===== src/rtl/hall_call_register.sv =====
// Hall-call register: synchronises and debounces the landing-call buttons,
// latches each accepted press as a sticky call bit and clears the bit when
// the car serves that floor in a matching direction.

// Per-button front end: synchroniser chain, saturating debounce counter
// and one-cycle press pulse on the rising edge of the debounced level.
module hcr_button #(
    parameter int SYNC_STAGES     = 2,
    parameter int DEBOUNCE_CYCLES = 4
) (
    input  logic clk_i,
    input  logic rst_ni,
    input  logic btn_i,
    output logic press_o
);
    localparam logic [3:0] DEB_CNT = 4'(DEBOUNCE_CYCLES);

    logic [SYNC_STAGES-1:0] sync_q, sync_d;
    logic [3:0]             cnt_q, cnt_d;
    logic                   deb_q, deb_d;
    logic                   sync_bit;

    // Next-state: shift the raw button in, count consecutive high samples.
    // The debounced level is derived from the next count so the press pulse
    // fires on the same edge the counter reaches DEBOUNCE_CYCLES.
    always_comb begin
        sync_d   = {sync_q[SYNC_STAGES-2:0], btn_i};
        sync_bit = sync_q[SYNC_STAGES-1];
        cnt_d    = 4'd0;
        deb_d    = 1'b0;
        if (sync_bit) begin
            cnt_d = (cnt_q == DEB_CNT) ? cnt_q : cnt_q + 4'd1;
            deb_d = deb_q | (cnt_d == DEB_CNT);
        end
        press_o = deb_d & ~deb_q;
    end

    // State registers; release of the button drops the level immediately.
    always_ff @(posedge clk_i or negedge rst_ni) begin
        if (!rst_ni) begin
            sync_q <= '0;
            cnt_q  <= 4'd0;
            deb_q  <= 1'b0;
        end else begin
            sync_q <= sync_d;
            cnt_q  <= cnt_d;
            deb_q  <= deb_d;
        end
    end
endmodule

// Top level. car_floor is a 3-bit index, so FLOORS is expected to be <= 8.
module hall_call_register #(
    parameter int FLOORS          = 4,
    parameter int SYNC_STAGES     = 2,
    parameter int DEBOUNCE_CYCLES = 4
) (
    input  logic              clk,
    input  logic              rst,
    input  logic [FLOORS-1:0] btn_up,
    input  logic [FLOORS-1:0] btn_down,
    input  logic [2:0]        car_floor,
    input  logic [1:0]        car_dir,
    input  logic              door_open,
    output logic [FLOORS-1:0] d_up,
    output logic [FLOORS-1:0] d_down,
    output logic              call_pending
);
    logic [2*FLOORS-1:0] btn_all;
    logic [2*FLOORS-1:0] press;
    logic [FLOORS-1:0]   ev_up, ev_dn;
    logic [FLOORS-1:0]   clr_up, clr_dn;
    logic [FLOORS-1:0]   up_q, up_d, dn_q, dn_d;
    logic                pend_q, pend_d;

    assign btn_all = {btn_down, btn_up};

    // One synchroniser/debouncer per button: up buttons low, down buttons high.
    genvar g;
    generate
        for (g = 0; g < 2*FLOORS; g++) begin : g_btn
            hcr_button #(
                .SYNC_STAGES    (SYNC_STAGES),
                .DEBOUNCE_CYCLES(DEBOUNCE_CYCLES)
            ) u_btn (
                .clk_i  (clk),
                .rst_ni (rst),
                .btn_i  (btn_all[g]),
                .press_o(press[g])
            );
        end
    endgenerate

    assign ev_up = press[FLOORS-1:0];
    assign ev_dn = press[2*FLOORS-1:FLOORS];

    // Service clear: an out-of-range floor index matches no bit, so it
    // clears nothing. Direction 11 behaves as idle and clears both.
    always_comb begin
        clr_up = '0;
        clr_dn = '0;
        for (int f = 0; f < FLOORS; f++) begin
            if (door_open && (car_floor == 3'(f))) begin
                clr_up[f] = (car_dir != 2'b10);
                clr_dn[f] = (car_dir != 2'b01);
            end
        end
    end

    // Call next-state: clear wins, so a press landing on a cleared bit is lost.
    always_comb begin
        up_d   = (up_q | ev_up) & ~clr_up;
        dn_d   = (dn_q | ev_dn) & ~clr_dn;
        pend_d = |{up_d, dn_d};
    end

    // Call registers; pending tracks the same next-state so it moves together.
    always_ff @(posedge clk or negedge rst) begin
        if (!rst) begin
            up_q   <= '0;
            dn_q   <= '0;
            pend_q <= 1'b0;
        end else begin
            up_q   <= up_d;
            dn_q   <= dn_d;
            pend_q <= pend_d;
        end
    end

    assign d_up         = up_q;
    assign d_down       = dn_q;
    assign call_pending = pend_q;
endmodule

===== config.mk =====
export PLATFORM = sky130hd
export DESIGN_NAME = hall_call_register
export DESIGN_NICKNAME = d
export VERILOG_FILES = /design/src/rtl/hall_call_register.sv
export SDC_FILE = /design/constraint.sdc
export NUM_CORES = 1
export LEC_CHECK = 0
export CAP_MARGIN = 20
export CORE_ASPECT_RATIO = 0.75
export CORE_UTILIZATION = 63
export DETAILED_ROUTE_END_ITERATION = 8
export DONT_BUFFER_PORTS = 1
export PLACE_DENSITY = 0.79
export SLEW_MARGIN = 20
export SYNTH_ARGS = -nofsm -noshare
export SYNTH_HDL_FRONTEND = slang
export SYNTH_SLANG_ARGS = --single-unit

===== constraint.sdc =====
create_clock -name clk -period 2.05 [get_ports clk]
set_input_delay 0.5125 -clock clk [delete_from_list [all_inputs] [get_ports clk]]
set_output_delay 0.5125 -clock clk [all_outputs]
set_load 0.05 [all_outputs]

## After elaboration in Yosys (flattened, before gate mapping)

Index checks and enable logic that the tools add are counted.

- Equality and inequality tests: 21
- Add/sub/neg operators: 8
- Bitwise gates (word level): 30
- Multiplexer cells: 32
- Reduce and logical (&&, ||, !) cells: 6

Operator list:

| operator | count |
|---|---|
| == test 4 x 3 -> 1 bit, second input constant | 16 |
| two-way mux 4 bit | 16 |
| adder 4 x 1 -> 4 bit, second input constant | 8 |
| two-way mux 1 bit | 16 |
| AND 1 bit | 8 |
| AND 4 bit | 2 |
| NOT 1 bit | 8 |
| NOT 4 bit | 2 |
| bitwise OR 1 bit | 8 |
| bitwise OR 4 bit | 2 |
| OR reduction 8 bit | 1 |
| == test 3 x 2 -> 1 bit, second input constant | 2 |
| logical AND 1 bit | 4 |
| == test 3 x 1 -> 1 bit, second input constant | 1 |
| logical NOT 3 bit | 1 |
| inequality test 2 x 1 -> 1 bit, second input constant | 1 |
| inequality test 2 bit, second input constant | 1 |

- Logic and storage cells: 124
- Output and inout bits: 9
- Register bits after elaboration: 65

## Logic depth before layout (Yosys ltp)

Gate-level depths: netlist of run 1.

- Word-level depth: 9
- Gate-level depth with buffers: 8
- Gate-level depth less buffers: 8

## Modules after synthesis

Synthesis of run 1 repeated with hierarchy kept, for this count alone.

- Cell total of the unflattened synthesis: 274
- Area, all modules: 3114.2 sq um

Modules (own cells, without submodules):

| module | area an instance (sq um) | instances | cells each |
|---|---|---|---|
| hcr_button (g_btn[1].u_btn ...) | 339.1 | 7 | 30 |
| hall_call_register | 394.1 | 1 | 34 |
| hcr_button (g_btn[0].u_btn) | 346.6 | 1 | 30 |

## Worst setup path before layout of run 1

OpenSTA, ideal clock, no wires.

- Path type: register to register
- From: register g_btn[2].u_btn.cnt_q[0]
- To: register pend_q (netlist: call_pending)
- Data arrival time: 1688 ps
- Cell stages (with the launch flop): 9
- Slack: 291 ps
- Data required time: 1978 ps
- Path buffers: 0
- Period minus slack after synthesis: 1759 ps
- Cell sequence: dfrtp_1 > inv_1 > ha_1 > nand2b_1 > or3_1 > a311o_1 > a211oi_2 > nor3_1 > nand4b_1

- Longest elaborated chain between the ends: 9

RTL lines:

| what | RTL line | source |
|---|---|---|
| start, declared | 19 | `logic [3:0] cnt_q, cnt_d;` |
| start signal, assigned | 46 | `cnt_q <= cnt_d;` |
| adder 4 x 1 -> 4 bit / == test 4 x 3 -> 1 bit (equally long branches) | 32 | `cnt_d = (cnt_q == DEB_CNT) ? cnt_q : cnt_q + 4'd1;` |
| two-way mux 4 bit * | 32 |  |
| == test 4 x 3 -> 1 bit * | 33 | `deb_d = deb_q \| (cnt_d == DEB_CNT);` |
| bitwise OR 1 bit * | 33 |  |
| two-way mux 1 bit * | 31 | `if (sync_bit) begin` |
| AND 1 bit * | 35 | `press_o = deb_d & ~deb_q;` |
| bitwise OR 4 bit * | 112 | `up_d = (up_q \| ev_up) & ~clr_up;` |
| AND 4 bit * | 112 |  |
| named net up_d[2] | 73 | `logic [FLOORS-1:0] up_q, up_d, dn_q, dn_d;` |
| OR reduction 8 bit * | 114 | `pend_d = \|{up_d, dn_d};` |
| named net pend_d | 74 | `logic pend_q, pend_d;` |
| end signal, assigned | 126 | `pend_q <= pend_d;` |
| end, declared | 74 |  |

Mark *: on every way through the listed nets, which the timed path passes. The rest lies on a longest branch.

## Worst setup path in the final report of run 1

Same ends and word-level chain as after synthesis.

==> results.yml, run 1 <==
outcome:
  status: "finished clean"
worst_setup_path:
  r2r_slack_ns: 0.08
  reg2reg_depth: 8
  crit_start: "g_btn[2].u_btn.cnt_q[0]$_DFF_PN0_"
  critPathBufInv: 1
  cp_data_required_time_ns: 2.31
  crit_path_end_kind: "flop"
  cp-start-kind: "flop"
  critPathKind: "flop to flop"
  arrival_ns: 2.23
  cp_top_family: "simple AND/OR/NAND/NOR gates"
  crit_end: "call_pending$_DFF_PN0_"
  crit_cells: 8
  crit_chain: "inv_1, ha_1, nand2b_1, or3_1, a311o_1, a211oi_2, nor3_2, nand4b_1"
  cp_max_fo: 7
  r2r-end: "call_pending$_DFF_PN0_"
  cpPeakStageDelay_ns: 0.45
  cp_slowest_cell: "dfrtp_2"
  r2r-start: "g_btn[2].u_btn.cnt_q[0]$_DFF_PN0_"
die:
  die_x_um: 82.5
  pin_count: 25
  core_um2: 4570
  die_h_um: 62.4
  initial_core_util_pct: 67.0
  rows: 21
  die-area_um2: 5150
synth:
  synth_top_family_by_area: "simple AND/OR/NAND/NOR gates"
  synth_edf_count: 0
  synth_nets: 326
  synth_xor_xnor_area_share_pct: 0.858
  synth-seq-cells: 65
  seq_area_frac_synth_pct: 53.1
  ys_types: 47
  synth_mux_area_share_pct: 1.14
  syn_inst: 294
  synthSimpleGateAreaFrac_pct: 21.4
  async_reset_ff_share_pct: 100
  synthFlopType: "dfrtp_1"
  synth.avg_cell_area_um2: 10.4
  synth-compound-area-share_pct: 13.3
  ys.warnings.count: 0
  netlist_area_um2: 3060
  synthAdderAreaFrac_pct: 6.54
detailed_routing:
  wl_um: 5410
  wl_per_cell_um: 14.7
  drt_iter0_markers: 139
  drc_errors: 0
  via_per_inst: 5.73
  first_pass_iters: 4
  num_vias: 2104
  ant_nets: 0
timing:
  slew_headroom_pct: 63.9
  slew_violations: 0
  finalSetupTns_ns: 0
  setup_viol: 0
  tightest_slew_ns: 0.542
  hold_slack_ns: 0.0520
  skew_ns: 0.00829
  fmax_mhz: 509
  hold_viol_final: 0
  fin_crit_sh_pct: 95.9
  min_period_ns: 1.97
global_route:
  grt_pass1_vias: 1872
  grt_pass1_wl_um: 8660
  grt_remaining_overflow: 0
  grt_max_degree: 66
  grt_usage_pct: 23.2
  antenna_found_initial: 0
power_and_ir_drop:
  pwr-share-comb_pct: 14.2
  p_int_mw: 2.23
  p_total_mw: 3.23
  seqPwrFrac_pct: 53.3
  power.static_leakage_nw: 1.51
  clockPowerShare_pct: 32.5
  peakVddDrop_uv: 686
  p_switching_uw: 991
  switching_share_pct: 30.7
  p_per_area_nw_per_um2: 949
cells_and_area:
  final_util_pct: 74.4
  stdcell_count: 367
  drive_above_1_share_pct: 9.68
  antenna_cells: 0
  multi_input_area_um2: 1360
  final_cell_mix: "63 x dfrtp_1, 29 x inv_1, 21 x nor2_1, 16 x ha_1, 15 x nor2b_1"
  area_delta_synth_final_pct: 11.0
  final_nets: 338
  mostFrequentLayoutCell: "dfrtp_1"
  fillers: 303
  ff_latch_area_um2: 1630
place:
  port_buffers: 0
  dpl.hpwl_um: 3640
  dpl.cell_count: 350
  gp_congestion: 0.844
job:
  maxCapViolCount: 0
clock_network:
  cts-root-buf: "clkbuf_8"
  clk_pin_slew_ns: 0.07
  clk_latency_ns: 0.33
  htree_levels: 3
  clockBufferDepth: 2
  numCtsBuffers: 9
  cts_tree: "yes"
  cts_sinks: 65
min_path:
  hold_path.class: "input pin to async pin"
-- per-layer routing --
layer	vias up	share of wire (%)	GRT usage (%)
met3	7	4.2	9.93
met4	0	1.2	6.03
met2	38	47	34.0
li1	1060	-	-
met1	999	48	32.0
met5	-	0	0
-- layout make-up --
type	count	share of cell area, %
Clock buffer	12	4.56
Clock inverter	3	1.18
Inverter	29	3.20
Multi-Input combinational cell	199	40.0
Sequential cell	65	47.9
Tap cell	57	2.10
Timing Repair Buffer	2	1.03
-- synth_stat cells (all sizes together), types with 2 or more instances --
cell    instances  area, µm²
nor2           21       78.8
nor3           15       75.1
nand2           4       15.0
ha             16        200
xnor2           3       26.3
a31oi           9       56.3
or2             2       12.5
and3            4       25.0
mux2i           2       20.0
o311ai          2       17.5
o21a            7       52.6
o21ai          15       75.1
nand3          14       75.1
a21oi          12       60.1
nand4b          2       17.5
nand3b          2       15.0
nand2b         11       68.8
inv            29        109
nor4            2       12.5
dfrtp          65       1630
nor2b          15       93.8
or3             2       12.5
a21o            2       15.0
a21boi          2       15.0
o22a            3       26.3
a211oi          3       27.5
a41oi           3       26.3
and2           13       82.6
-- through the flow --
stage,worst slack (ns),cell area [µm²]
floorplan,0.291,3060
global placement,0.131,3130
detailed placement,0.0779,3130
CTS,0.0404,3350
global route,-0.0135,3400
finish,0.0840,3400
-- flip-flops by register name (all words and copies together), names as in the netlist --
register	cells
g_btn.u_btn.deb_q	8
call_pending	1
g_btn.u_btn.sync_q	16
d_down	4
g_btn.u_btn.cnt_q	32
d_up	4
-- logic make-up after synthesis --
group	after synthesis
muxes	3
DFF	65
xor gates and xnor gates	3
adders and majority gates	16
and+or+nand+nor	115
buffers and inverters	30
AOI/OAI and AO/OA	62
-- power by group through the flow --
stage / Clock [mW] / Combinational (mW) / Sequential [mW]
after CTS: 1.08 / 0.442 / 1.71
after global routing: 1.14 / 0.521 / 1.74
after floorplan: 0 / 0.338 / 1.69
final: 1.05 / 0.459 / 1.72
after global placement: 0 / 0.392 / 1.73
after detailed placement: 0 / 0.405 / 1.74
-- worst min-delay path by stage --
stage                     slack [ns]  from                                end  cells past startpoint
after floorplan                 0.22   rst             call_pending$_DFF_PN0_                      0
after global placement          0.22   rst  g_btn[4].u_btn.cnt_q[0]$_DFF_PN0_                      0
after detailed placement        0.22   rst  g_btn[4].u_btn.cnt_q[0]$_DFF_PN0_                      0
after CTS                       0.05   rst  g_btn[2].u_btn.cnt_q[3]$_DFF_PN0_                      1
after global routing            0.06   rst  g_btn[0].u_btn.cnt_q[2]$_DFF_PN0_                      1
final                           0.05   rst  g_btn[6].u_btn.cnt_q[2]$_DFF_PN0_                      1
-- repair_timing --
item,CTS,global route
endpoints found under the hold margin,65,0
buffers inserted,0,1
hold buffers,1,0
setup endpoints to repair,0,1
resized for setup,0,9
(Power assumes the default switching activity.)
==> run 2: changes to the inputs <==
Settings changed: HOLD_SLACK_MARGIN set to 0.1.
==> results.yml, run 2 (same netlist as run 1, synthesis figures left out) <==
place:
  port_buffers: 0
  gp_congestion: 0.844
  dpl.hpwl_um: 3640
  placed_area_um2: 3130
  dpl.cell_count: 350
detailed_routing:
  wl_per_cell_um: 14.7
  via_per_inst: 5.70
  first_pass_iters: 4
  drt_iter0_markers: 115
  wl_um: 5420
  drc_errors: 0
  num_vias: 2099
  ant_nets: 0
worst_setup_path:
  cp-start-kind: "flop"
  r2r-start: "g_btn[2].u_btn.cnt_q[0]$_DFF_PN0_"
  crit_path_end_kind: "flop"
  critPathKind: "flop to flop"
  arrival_ns: 2.23
  cp_max_fo: 7
  r2r_slack_ns: 0.09
  reg2reg_depth: 8
  r2r-end: "call_pending$_DFF_PN0_"
  cp_data_required_time_ns: 2.31
cells_and_area:
  ff_latch_area_um2: 1630
  mostFrequentLayoutCell: "dfrtp_1"
  fillers: 302
  stdcell_count: 368
  largest_register_ff_count: 32
  area_delta_synth_final_pct: 11.4
  multi_input_area_um2: 1360
  final_cell_mix: "63 x dfrtp_1, 29 x inv_1, 21 x nor2_1, 16 x ha_1, 15 x nor2b_1"
  top_regs: "g_btn.u_btn.cnt_q: 32 flops, g_btn.u_btn.sync_q: 16 flops, g_btn.u_btn.deb_q: 8 flops"
  postLayoutCellArea_um2: 3410
  largest-register: "g_btn.u_btn.cnt_q"
  antenna_cells: 0
  drive_above_1_share_pct: 9.65
  final_nets: 339
global_route:
  grt_max_degree: 66
  grt_pass1_vias: 1879
  grt_usage_pct: 23.2
  antenna_found_initial: 0
  grt_remaining_overflow: 0
  grt_pass1_wl_um: 8670
clock_network:
  htree_levels: 3
  numCtsBuffers: 9
  cts_sinks: 65
  clk_pin_slew_ns: 0.06
  clockBufferDepth: 2
  cts_tree: "yes"
  cts-root-buf: "clkbuf_8"
  clk_latency_ns: 0.33
min_path:
  hold_path.class: "input pin to flop"
  hold_path_end: "g_btn[3].u_btn.sync_q[0]$_DFF_PN0_"
  min_delay_path_depth: 0
  hp-start: "btn_up[3]"
timing:
  fmax_mhz: 509
  hold_viol_final: 0
  slew_violations: 0
  slew_headroom_pct: 63.4
  setup_viol: 0
  tightest_slew_ns: 0.549
  fin_crit_sh_pct: 95.8
  skew_ns: 0.00778
  min_period_ns: 1.96
die:
  die_x_um: 82.5
  initial_core_util_pct: 67.0
  die_h_um: 62.4
  die-area_um2: 5150
  core_um2: 4570
  pin_count: 25
  rows: 21
power_and_ir_drop:
  power.static_leakage_nw: 1.52
  p_per_area_nw_per_um2: 947
  p_switching_uw: 992
  pwr-share-comb_pct: 14.3
  p_int_mw: 2.24
  seqPwrFrac_pct: 53.2
  switching_share_pct: 30.7
  clockPowerShare_pct: 32.5
  peakVddDrop_uv: 685
job:
  maxCapViolCount: 0
outcome:
  status: "finished clean"
## run 2: changes by cell type in the layout (fill, tap and decap cells not counted)
cell,change
dlygate4sd3_1,+1
## run 2: cell type report
| type | count | share of cell area, % |
|---|---|---|
| clock buffer | 12 | 4.55 |
| clock inverter | 3 | 1.17 |
| inverter | 29 | 3.19 |
| multi-input combinational | 199 | 39.9 |
| sequential | 65 | 47.8 |
| tap | 57 | 2.09 |
| timing repair buffer | 3 | 1.32 |
## run 2: how the worst max path moves through the flow
stage	slack (ns)	to	from
after global routing	-0.01	call_pending$_DFF_PN0_	g_btn[2].u_btn.cnt_q[0]$_DFF_PN0_
after global placement	0.13	call_pending$_DFF_PN0_	g_btn[5].u_btn.cnt_q[0]$_DFF_PN0_
after detailed placement	0.08	call_pending$_DFF_PN0_	g_btn[5].u_btn.cnt_q[0]$_DFF_PN0_
final	0.09	call_pending$_DFF_PN0_	g_btn[2].u_btn.cnt_q[0]$_DFF_PN0_
after CTS	0.04	call_pending$_DFF_PN0_	g_btn[5].u_btn.cnt_q[0]$_DFF_PN0_
after floorplan	0.29	call_pending$_DFF_PN0_	g_btn[2].u_btn.cnt_q[0]$_DFF_PN0_
## run 2: timing repair
item / 4_1_cts / 5_1_grt
hold endpoints to repair: 65 / 0
gates resized for setup: 0 / 9
hold buffers: 2 / 0
buffers inserted: 0 / 1
endpoints found under the setup margin: 0 / 1
## run 2: power groups by stage
| stage | Combinational (mW) | Sequential [mW] | Clock [mW] |
|---|---|---|---|
| floorplan | 0.338 | 1.69 | 0 |
| global placement | 0.392 | 1.73 | 0 |
| detailed placement | 0.405 | 1.74 | 0 |
| CTS | 0.444 | 1.71 | 1.08 |
| global route | 0.524 | 1.74 | 1.14 |
| finish | 0.461 | 1.72 | 1.05 |
## run 2: through the flow
step	setup TNS [ns]	hold WS, ns	total power, mW	utilization (%)	setup WS, ns
floorplan	0	0.217	2.03	-	0.291
global placement	0	0.218	2.12	68.4	0.131
detailed placement	0	0.218	2.14	68.4	0.0779
CTS	0	0.188	3.24	73.5	0.0404
global route	-0.0135	0.177	3.40	74.6	-0.0135
finish	0	0.205	3.23	74.6	0.0861
## run 2: worst max-delay path, cell delays in order, from the launching register on
cell,delay [ns]
dfrtp_2,0.45
inv_1,0.07
ha_1,0.16
nand2b_1,0.11
or3_1,0.34
a311o_1,0.32
a211oi_2,0.27
nor3_2,0.08
nand4b_1,0.10
## run 2: layer usage
metal  wire [µm]  GRT usage (%)
met4          64           6.03
met2        2530           34.0
met3         233           9.93
met5           0              0
met1        2600           32.0
